## src/rtl/video_stream_packer_if.sv

```systemverilog
// video_stream_packer_if: output pixel stream with valid/ready handshake and sof/eol framing tags
interface video_stream_packer_if;
  logic [23:0] pix_data;
  logic        pix_valid;
  logic        pix_ready;
  logic        pix_sof;
  logic        pix_eol;
  modport master (output pix_data, pix_valid, pix_sof, pix_eol, input pix_ready);
  modport slave (input pix_data, pix_valid, pix_sof, pix_eol, output pix_ready);
endinterface

```

## src/rtl/video_stream_packer.sv

```systemverilog
// video_stream_packer: captures active video pixels into a FWFT FIFO with sof/eol tags and measures frame geometry
module video_stream_packer #(
  parameter int g_fifo_depth = 16
) (
  input  logic                  pclk,
  input  logic                  rst,
  input  logic [7:0]            r,
  input  logic [7:0]            g,
  input  logic [7:0]            b,
  input  logic                  hsync,
  input  logic                  vsync,
  input  logic                  de,
  input  logic                  valid,
  input  logic                  ovf_clr,
  video_stream_packer_if.master pix,
  output logic [11:0]           line_width,
  output logic [11:0]           frame_lines,
  output logic                  geom_valid,
  output logic                  overflow
);
  localparam int AW = $clog2(g_fifo_depth);
  localparam logic [AW:0] FULL = (AW+1)'(g_fifo_depth);
  typedef enum logic [1:0] {SEARCH, VBLANK, FRAME} state_t;
  state_t state_q, state_d;
  logic vs_q, vs_d, de_q, de_d;
  logic hold_v_q, hold_v_d, hold_sof_q, hold_sof_d, first_q, first_d;
  logic [23:0] hold_px_q, hold_px_d;
  logic [11:0] pcnt_q, pcnt_d, lcnt_q, lcnt_d;
  logic [11:0] line_width_q, line_width_d, frame_lines_q, frame_lines_d;
  logic geom_valid_q, geom_valid_d, overflow_q, overflow_d;
  logic [25:0] mem_q [g_fifo_depth];
  logic [AW-1:0] wr_q, wr_d, rd_q, rd_d;
  logic [AW:0] cnt_q, cnt_d;
  logic [25:0] head;
  logic rise, fall, de_fall, push, push_ok, pop, ovf_ev, capture, enter_frame, end_frame, not_empty;
  logic unused_hsync;
  assign unused_hsync = hsync;
  function automatic logic [11:0] sat_inc(input logic [11:0] v);
    return (v == 12'hFFF) ? v : v + 12'd1;
  endfunction
  // edges are taken between consecutive source cycles only, so idle cycles never create or hide an edge
  assign rise        = valid & vsync & ~vs_q;
  assign fall        = valid & ~vsync & vs_q;
  assign de_fall     = valid & ~de & de_q;
  assign not_empty   = cnt_q != '0;
  assign pop         = not_empty & pix.pix_ready;
  assign push        = valid & hold_v_q;
  assign push_ok     = push & ((cnt_q != FULL) | pop);
  assign ovf_ev      = push & ~push_ok;
  assign enter_frame = fall & (state_q == VBLANK);
  assign end_frame   = rise & (state_q == FRAME) & ~ovf_ev;
  assign capture     = valid & de & (state_q == FRAME) & ~rise & ~ovf_ev;
  assign head            = mem_q[rd_q];
  assign pix.pix_valid   = not_empty;
  assign pix.pix_data    = not_empty ? head[25:2] : '0;
  assign pix.pix_sof     = not_empty & head[1];
  assign pix.pix_eol     = not_empty & head[0];
  assign line_width      = line_width_q;
  assign frame_lines     = frame_lines_q;
  assign geom_valid      = geom_valid_q;
  assign overflow        = overflow_q;
  // next-state: frame tracking, one-pixel hold, line/pixel counters, geometry and FIFO pointers
  always_comb begin
    state_d       = ovf_ev ? SEARCH : rise ? VBLANK : enter_frame ? FRAME : state_q;
    vs_d          = valid ? vsync : vs_q;
    de_d          = valid ? de : de_q;
    hold_v_d      = capture | (hold_v_q & ~push);
    hold_px_d     = capture ? {r, g, b} : hold_px_q;
    hold_sof_d    = capture ? first_q : hold_sof_q;
    first_d       = enter_frame | (first_q & ~capture);
    pcnt_d        = enter_frame ? '0 : capture ? (de_q ? sat_inc(pcnt_q) : 12'd1) : pcnt_q;
    lcnt_d        = enter_frame ? '0 : (de_fall && state_q == FRAME) ? sat_inc(lcnt_q) : lcnt_q;
    line_width_d  = end_frame ? pcnt_q : line_width_q;
    frame_lines_d = end_frame ? lcnt_d : frame_lines_q;
    geom_valid_d  = geom_valid_q | end_frame;
    overflow_d    = ovf_ev | (overflow_q & ~ovf_clr);
    wr_d          = wr_q + AW'(push_ok);
    rd_d          = rd_q + AW'(pop);
    cnt_d         = cnt_q + (AW+1)'(push_ok) - (AW+1)'(pop);
  end
  // state registers; vs_q resets high so a vsync already high at reset is not taken as a fresh pulse
  always_ff @(posedge pclk) begin
    if (rst) begin
      state_q       <= SEARCH;
      vs_q          <= 1'b1;
      de_q          <= 1'b0;
      hold_v_q      <= 1'b0;
      hold_px_q     <= '0;
      hold_sof_q    <= 1'b0;
      first_q       <= 1'b0;
      pcnt_q        <= '0;
      lcnt_q        <= '0;
      line_width_q  <= '0;
      frame_lines_q <= '0;
      geom_valid_q  <= 1'b0;
      overflow_q    <= 1'b0;
      wr_q          <= '0;
      rd_q          <= '0;
      cnt_q         <= '0;
    end else begin
      state_q       <= state_d;
      vs_q          <= vs_d;
      de_q          <= de_d;
      hold_v_q      <= hold_v_d;
      hold_px_q     <= hold_px_d;
      hold_sof_q    <= hold_sof_d;
      first_q       <= first_d;
      pcnt_q        <= pcnt_d;
      lcnt_q        <= lcnt_d;
      line_width_q  <= line_width_d;
      frame_lines_q <= frame_lines_d;
      geom_valid_q  <= geom_valid_d;
      overflow_q    <= overflow_d;
      wr_q          <= wr_d;
      rd_q          <= rd_d;
      cnt_q         <= cnt_d;
    end
  end
  // FIFO storage holds {pixel, sof, eol}; emptiness is tracked by the count so contents need no reset
  always_ff @(posedge pclk) begin
    if (push_ok) mem_q[wr_q] <= {hold_px_q, hold_sof_q, ~de | rise};
  end
endmodule
```

## src/flat_wrapper.sv

```systemverilog
// flat-port wrapper written by rule: the top's interface ports become plain ports
module video_stream_packer_flat 
#(
  parameter int g_fifo_depth = 16
)
  (pclk, rst, r, g, b, hsync, vsync, de, valid, ovf_clr, line_width, frame_lines, geom_valid, overflow, pix_pix_data, pix_pix_valid, pix_pix_sof, pix_pix_eol, pix_pix_ready);
  video_stream_packer_if pix_i ();
  input  logic pclk;
  input  logic rst;
  input  logic [7:0] r;
  input  logic [7:0] g;
  input  logic [7:0] b;
  input  logic hsync;
  input  logic vsync;
  input  logic de;
  input  logic valid;
  input  logic ovf_clr;
  output logic [11:0] line_width;
  output logic [11:0] frame_lines;
  output logic geom_valid;
  output logic overflow;
  output wire logic [$bits(pix_i.pix_data)-1:0] pix_pix_data;
  output wire logic [$bits(pix_i.pix_valid)-1:0] pix_pix_valid;
  output wire logic [$bits(pix_i.pix_sof)-1:0] pix_pix_sof;
  output wire logic [$bits(pix_i.pix_eol)-1:0] pix_pix_eol;
  input wire logic [$bits(pix_i.pix_ready)-1:0] pix_pix_ready;
  assign pix_pix_data = pix_i.pix_data;
  assign pix_pix_valid = pix_i.pix_valid;
  assign pix_pix_sof = pix_i.pix_sof;
  assign pix_pix_eol = pix_i.pix_eol;
  assign pix_i.pix_ready = pix_pix_ready;
  video_stream_packer #(.g_fifo_depth(g_fifo_depth)) u_core (.pclk(pclk), .rst(rst), .r(r), .g(g), .b(b), .hsync(hsync), .vsync(vsync), .de(de), .valid(valid), .ovf_clr(ovf_clr), .pix(pix_i), .line_width(line_width), .frame_lines(frame_lines), .geom_valid(geom_valid), .overflow(overflow));
endmodule
```

## config.mk

```make
export PLATFORM = sky130hd
export DESIGN_NAME = video_stream_packer_flat
export DESIGN_NICKNAME = d
export VERILOG_FILES = /design/src/rtl/video_stream_packer_if.sv /design/src/rtl/video_stream_packer.sv /design/src/flat_wrapper.sv
export SDC_FILE = /design/constraint.sdc
export NUM_CORES = 1
export LEC_CHECK = 0
export BUFFER_PORTS_ARGS = -buffer_cell sky130_fd_sc_hd__buf_2
export CORE_MARGIN = 2
export CORE_UTILIZATION = 41
export CTS_CLUSTER_DIAMETER = 40
export DETAILED_ROUTE_END_ITERATION = 10
export SETUP_SLACK_MARGIN = 0.02
export SLEW_MARGIN = 20
export SYNTH_ARGS = -nofsm -noshare
export SYNTH_HDL_FRONTEND = slang
export SYNTH_SLANG_ARGS = --single-unit
```

## constraint.sdc

```tcl
create_clock -name pclk -period 4.5 [get_ports pclk]
set_input_delay 0.225 -clock pclk [delete_from_list [all_inputs] [get_ports pclk]]
set_output_delay 0.225 -clock pclk [all_outputs]
set_load 0.005 [all_outputs]
```

# Word-level counts from Yosys, hierarchy flattened

Memories as Yosys holds them, arrays and structs flattened. A register that Yosys moved wholly into a read port is not among the register bits.
Index checks and enable logic that the tools add are counted.

Memories kept: 1
Flip-flop bits (word level): 94
RAM bits: 416
Input bits: 32

$add $sub $neg: 6
Multiplexer cells: 11
Reductions and logical operators: 7
Bitwise logic cells: 37
Eq/ne operators: 6

Memory list:

| name         | words | width | read ports | clocked after memory_dff | wr ports | RTL line                  | RTL |
|---|---|---|---|---|---|---|---|
| u_core.mem_q | 16    | 26    | 1          | 1                        | 1        | video_stream_packer.sv:31 | `logic [25:0] mem_q [g_fifo_depth];` |

Operators with widths:

| kind                                                | number |
|---|---|
| 2-to-1 mux 12 bit                                   | 5 |
| adder 12 x 1 -> 12 bit, second input constant       | 2 |
| equality test 12 bit, second input constant         | 2 |
| 2-to-1 mux 24 bit                                   | 1 |
| bitwise AND 1 bit                                   | 22 |
| inverter 1 bit                                      | 9 |
| adder 4 x 1 -> 4 bit                                | 2 |
| bitwise OR 1 bit                                    | 6 |
| adder 5 x 1 -> 5 bit                                | 1 |
| inequality test 5 bit, second input constant        | 1 |
| nonzero test 5 bit                                  | 1 |
| subtractor 5 x 1 -> 5 bit                           | 1 |
| 2-to-1 mux 1 bit                                    | 4 |
| 2-to-1 mux 4 bit                                    | 1 |
| OR reduction 2 bit                                  | 2 |
| OR reduction 3 bit                                  | 1 |
| equality test 2 x 1 -> 1 bit, second input constant | 1 |
| equality test 2 bit, second input constant          | 1 |
| inequality test 2 bit, second input constant        | 1 |
| AND reduction 2 bit                                 | 1 |
| nonzero test 2 bit                                  | 1 |
| logical AND 1 bit                                   | 1 |

# Longest topological paths before layout

Depth after elaboration: 11
Depth in mapped cells: 15

# Worst setup path after synthesis

Ideal clock, no wire load.

Path type: register -> register
From: register u_core.cnt_q[2]
To: memory u_core.mem_q[0][0], enable pin
Period minus slack after synthesis: 4.230 ns
Required time: 4.016 ns
Slack: 0.270 ns
Library setup time: 0.484 ns
Data arrival time: 3.746 ns
Stages on the path, launching flop included: 7
Cell sequence: dfxtp_1 inv_1 ha_1 nor3b_1 nand3b_1 nand3_1 nor4b_1

Word-level cells in the longest chain between the ends: 6
Elaborated cells between the ends (all ways): 7
Classes of those cells: eq/ne (1); mux (2); bitwise (3); reduce/logical (1)

RTL lines:

| item                                       | RTL line                   | RTL |
|---|---|---|
| from (decl)                                | video_stream_packer.sv:33  | `logic [AW:0] cnt_q, cnt_d;` |
| from (signal assigned)                     | video_stream_packer.sv:116 | `cnt_q <= cnt_d;` |
| nonzero test 5 bit                         | video_stream_packer.sv:45  | `assign not_empty = cnt_q != '0;` |
| bitwise AND 1 bit                          | video_stream_packer.sv:46  | `assign pop = not_empty & pix.pix_ready;` |
| bitwise OR 1 bit (*)                       | video_stream_packer.sv:48  | `assign push_ok = push & ((cnt_q != FULL) \| pop);` |
| bitwise AND 1 bit (*)                      | video_stream_packer.sv:48  |  |
| 2-to-1 mux 1 bit (*)                       | video_stream_packer.sv:121 | `if (push_ok) mem_q[wr_q] <= {hold_px_q, hold_sof_q, ~de \| rise};` |
| 2-to-1 mux 1 bit (not written as such) (*) | video_stream_packer.sv:121 |  |
| to (decl)                                  | video_stream_packer.sv:31  |  |

Mark *: on every way between the ends. The rest lies on a longest branch, timed or not.

# Worst setup path after layout

From: register u_core.cnt_q[2]
To: output port pix_pix_data[22]

Word-level cells in the longest chain between the ends: 2

RTL lines:

| item               | RTL line                  | RTL |
|---|---|---|
| nonzero test 5 bit | video_stream_packer.sv:45 |  |
| 2-to-1 mux 24 bit  | video_stream_packer.sv:55 | `assign pix.pix_data = not_empty ? head[25:2] : '0;` |
| to (decl)          | flat_wrapper.sv:22        | `output wire logic [$bits(pix_i.pix_data)-1:0] pix_pix_data;` |

Every way passes these cells.

==> results_dict.tcl <==
set metrics [dict create \
    outcome "finished, final reports clean" \
    grtUsageTotal_pct 17.85 \
    path_max_fanout 20 \
    hold_class "in -> reg" \
    cts_tree "built" \
    tns_ns 0 \
    setup_viol 0 \
    io_pins 85 \
    start_util_pct 41.30 \
    synth.avg_cell_area_um2 17.60 \
    finalCriticalPeriod_ns 3.383 \
    area_growth_pct 20.14 \
    drt_pass1_iterations 8 \
    die_x_um 222.9 \
    finalCritPeriodShare_pct 75.19 \
    drc_errors 0 \
    drive_gt1_share_pct 27.00 \
    fmax_mhz 295.6 \
    cap_viol_max_count 0 \
    slowest_delay_ns 0.68 \
    yosysSeqAreaShare_pct 73.20 \
    report.final.slew_viol_count 0 \
    layout_commonest_cell "edfxtp_1" \
    path_cells "inv_1 -> ha_1 -> or4b_2 -> nand2_1 -> buf_4 -> o22ai_1 -> buf_2" \
    core_mm2 0.04755 \
    numPortBuffers 83 \
    hpwl_mm 23.98 \
    synthFlopType "edfxtp_1" \
    grt_max_degree 52 \
    postRouteAntennaNets 0 \
    cp.arrival_ns 3.16 \
    vdd.ir_drop.worst_mv 0.3534 \
    hold_viol_final 0 \
    clkSinkCount 510 \
    synth_seq_cells 510 \
    finClkSkew_ns 0.01489 \
    die_y_um 222.9 \
    cts_resized 0 \
    grt_use_met1_pct 24.53 \
    startpoint_type "flip-flop" \
    finalNetCount 1310 \
    slew_headroom_pct 31.97 \
    power.leakage_nw 7.114 \
    antenna_found_initial 0 \
    power_density_mw_per_mm2 522.0 \
    place_congestion 0.7570 \
    root_buffer "clkbuf_16" \
    wl_per_cell_um 22.29 \
    grt-busiest-layer "met2" \
    htree_levels 3 \
    drt_iter0_markers 944 \
    grt_pass1_wl_mm 66.16 \
    synth_area_mm2 0.01964 \
    critPathBufInv 3 \
    worst-slew-pin-transition_ns 1.018 \
    async_reset_ff_share_pct 0 \
    syn_nets 1159 \
    grt_use_met3_pct 3.767 \
    synth.distinct_cells 48 \
    slowest_stage "or4b_2" \
    syn_inst 1116 \
    yosysWarnings 0 \
    vias_per_cell 5.427 \
    worst_ep_required_time_ns 4.28 \
    wl_mm 43.20 \
    clock_latency_ns 0.58 \
    grt-ovfl-total 0 \
    fin_util_pct 49.62 \
    worstSetupEndpointType "output port" \
    grtUsageMet2_pct 28.67 \
    crit_family "simple AND/OR/NAND/NOR gates" \
    cts_buffer_depth 3 \
    die_area_mm2 0.04966 \
    p_total_w 0.01231 \
    num_rows 80 \
    grt_pass1_vias 11070 \
    path_clk_slew_ns 0.05 \
    rsz0062_at_grt "false" \
    vias 10520 \
    synth-edff-count 416 \
    cts_made_buffers 69 \
    critPathKind "reg -> out" \
    most-common-layout-cells "edfxtp_1 (416), mux4_2 (104), nand2_1 (95)" \
]
[tightest hold or removal path, delay by kind of cell]
kind                   cells  cell delay, ns
AND/OR/NAND/NOR            2            0.22
buffers and inverters      1            0.12
AO/OA/AOI/OAI              1            0.07
[where the power goes]
group	internal [W]	switching [W]	total (W)
Clock	0.00349	0.00204	0.00553
Combinational	0.000822	0.000749	0.00157
Sequential	0.00507	0.000142	0.00521
Total	0.00938	0.00293	0.0123
[routing by layer]
metal,part of all wire [%],vias up
met3,5.5,72
met4,2.4,0
met5,0,-
met2,47,315
met1,45,5378
li1,-,4752
[flip-flops by register name, summed over array words and instances (netlist names), 2 cells and up]
| name | count |
|---|---|
| u_core.pcnt_q | 12 |
| u_core.frame_lines | 12 |
| u_core.rd_q | 4 |
| u_core.hold_px_q | 24 |
| u_core.state_q | 2 |
| u_core.line_width | 12 |
| u_core.wr_q | 4 |
| u_core.cnt_q | 5 |
| u_core.lcnt_q | 12 |
| u_core.mem_q | 416 |
[per-stage QoR]
stage | std cells | worst slack (ns) | instance area, um2 | hold WS (ns)
final | 1938 | 1.117 | 23590 | 0.1064
after global placement | 1783 | 1.421 | 20940 | 0.4409
after global routing | 1937 | 1.001 | 23590 | 0.1427
after detailed placement | 1783 | 1.359 | 20940 | 0.4487
after CTS | 1937 | 1.100 | 23590 | 0.05211
after floorplan | 1116 | 0.2700 | 19640 | 0.3610
[logic make-up after synthesis]
kind of cell | share of synthesized area [%]
buffers and inverters | 1.465
muxes | 14.78
adders and majority gates | 0.7391
DFF | 73.20
AOI/OAI and AO/OA | 3.345
xor gates and xnor gates | 0.7582
and+or+nand+nor | 5.715
[what timing repair did]
action | CTS | global route
setup buffers | 0 | 0
hold endpoints to repair | 27 | 0
hold buffers | 28 | 0
[synth_stat cells (2+ instances only)]
library cell	number	share of area (%)
a21oi_1	51	1.3
a31oi_1	6	0.19
and4_1	2	0.089
nor3b_1	2	0.076
nor4_1	7	0.22
xnor2_1	11	0.49
buf_2	11	0.28
nor2b_1	8	0.25
nand3b_1	4	0.15
inv_1	10	0.19
a21o_1	4	0.15
mux4_2	104	12
nor3_1	8	0.20
nand4b_1	3	0.13
xor2_1	6	0.27
nor4b_1	3	0.13
mux2i_1	56	2.9
clkbuf_1	45	0.86
and3_1	6	0.19
o22ai_1	26	0.83
ha_1	10	0.64
nand4_1	8	0.25
or3_1	3	0.096
nor2_1	46	0.88
o21ai_0	16	0.41
buf_1	3	0.057
dfxtp_1	94	9.6
or4_1	3	0.11
o31ai_1	3	0.11
and3b_1	2	0.089
nand2_1	95	1.8
a211oi_1	3	0.11
nand2b_1	7	0.22
and2_1	3	0.096
edfxtp_1	416	64
nand3_1	19	0.48
[final cells by class]
cell class	instances	area (um2)
clock buffers	83	1852
fillers	3898	23950
flip-flops and latches	510	14390
repair buffers	140	925.9
diodes	1	2.502
multi-input cells	535	5099
clock inverters	43	518.0
inverters	11	41.29
well taps	615	769.5
[worst paths after layout]
| kind | depth (start not counted) | start | slack [ns] | endpoint |
|---|---|---|---|---|
| min | 4 | vsync | 0.11 | u_core.first_q$_SDFF_PP0_ |
| max reg2reg | 9 | u_core.cnt_q[2]$_SDFF_PP0_ | 1.38 | u_core.mem_q[11][10]$_DFFE_PP_ |
| max | 7 | u_core.cnt_q[2]$_SDFF_PP0_ | 1.12 | pix_pix_data[22] |
| min reg2reg | 2 | u_core.line_width[7]$_SDFFE_PP0P_ | 0.46 | u_core.line_width[7]$_SDFFE_PP0P_ |
Note: power is estimated with default switching activity, not from simulation.
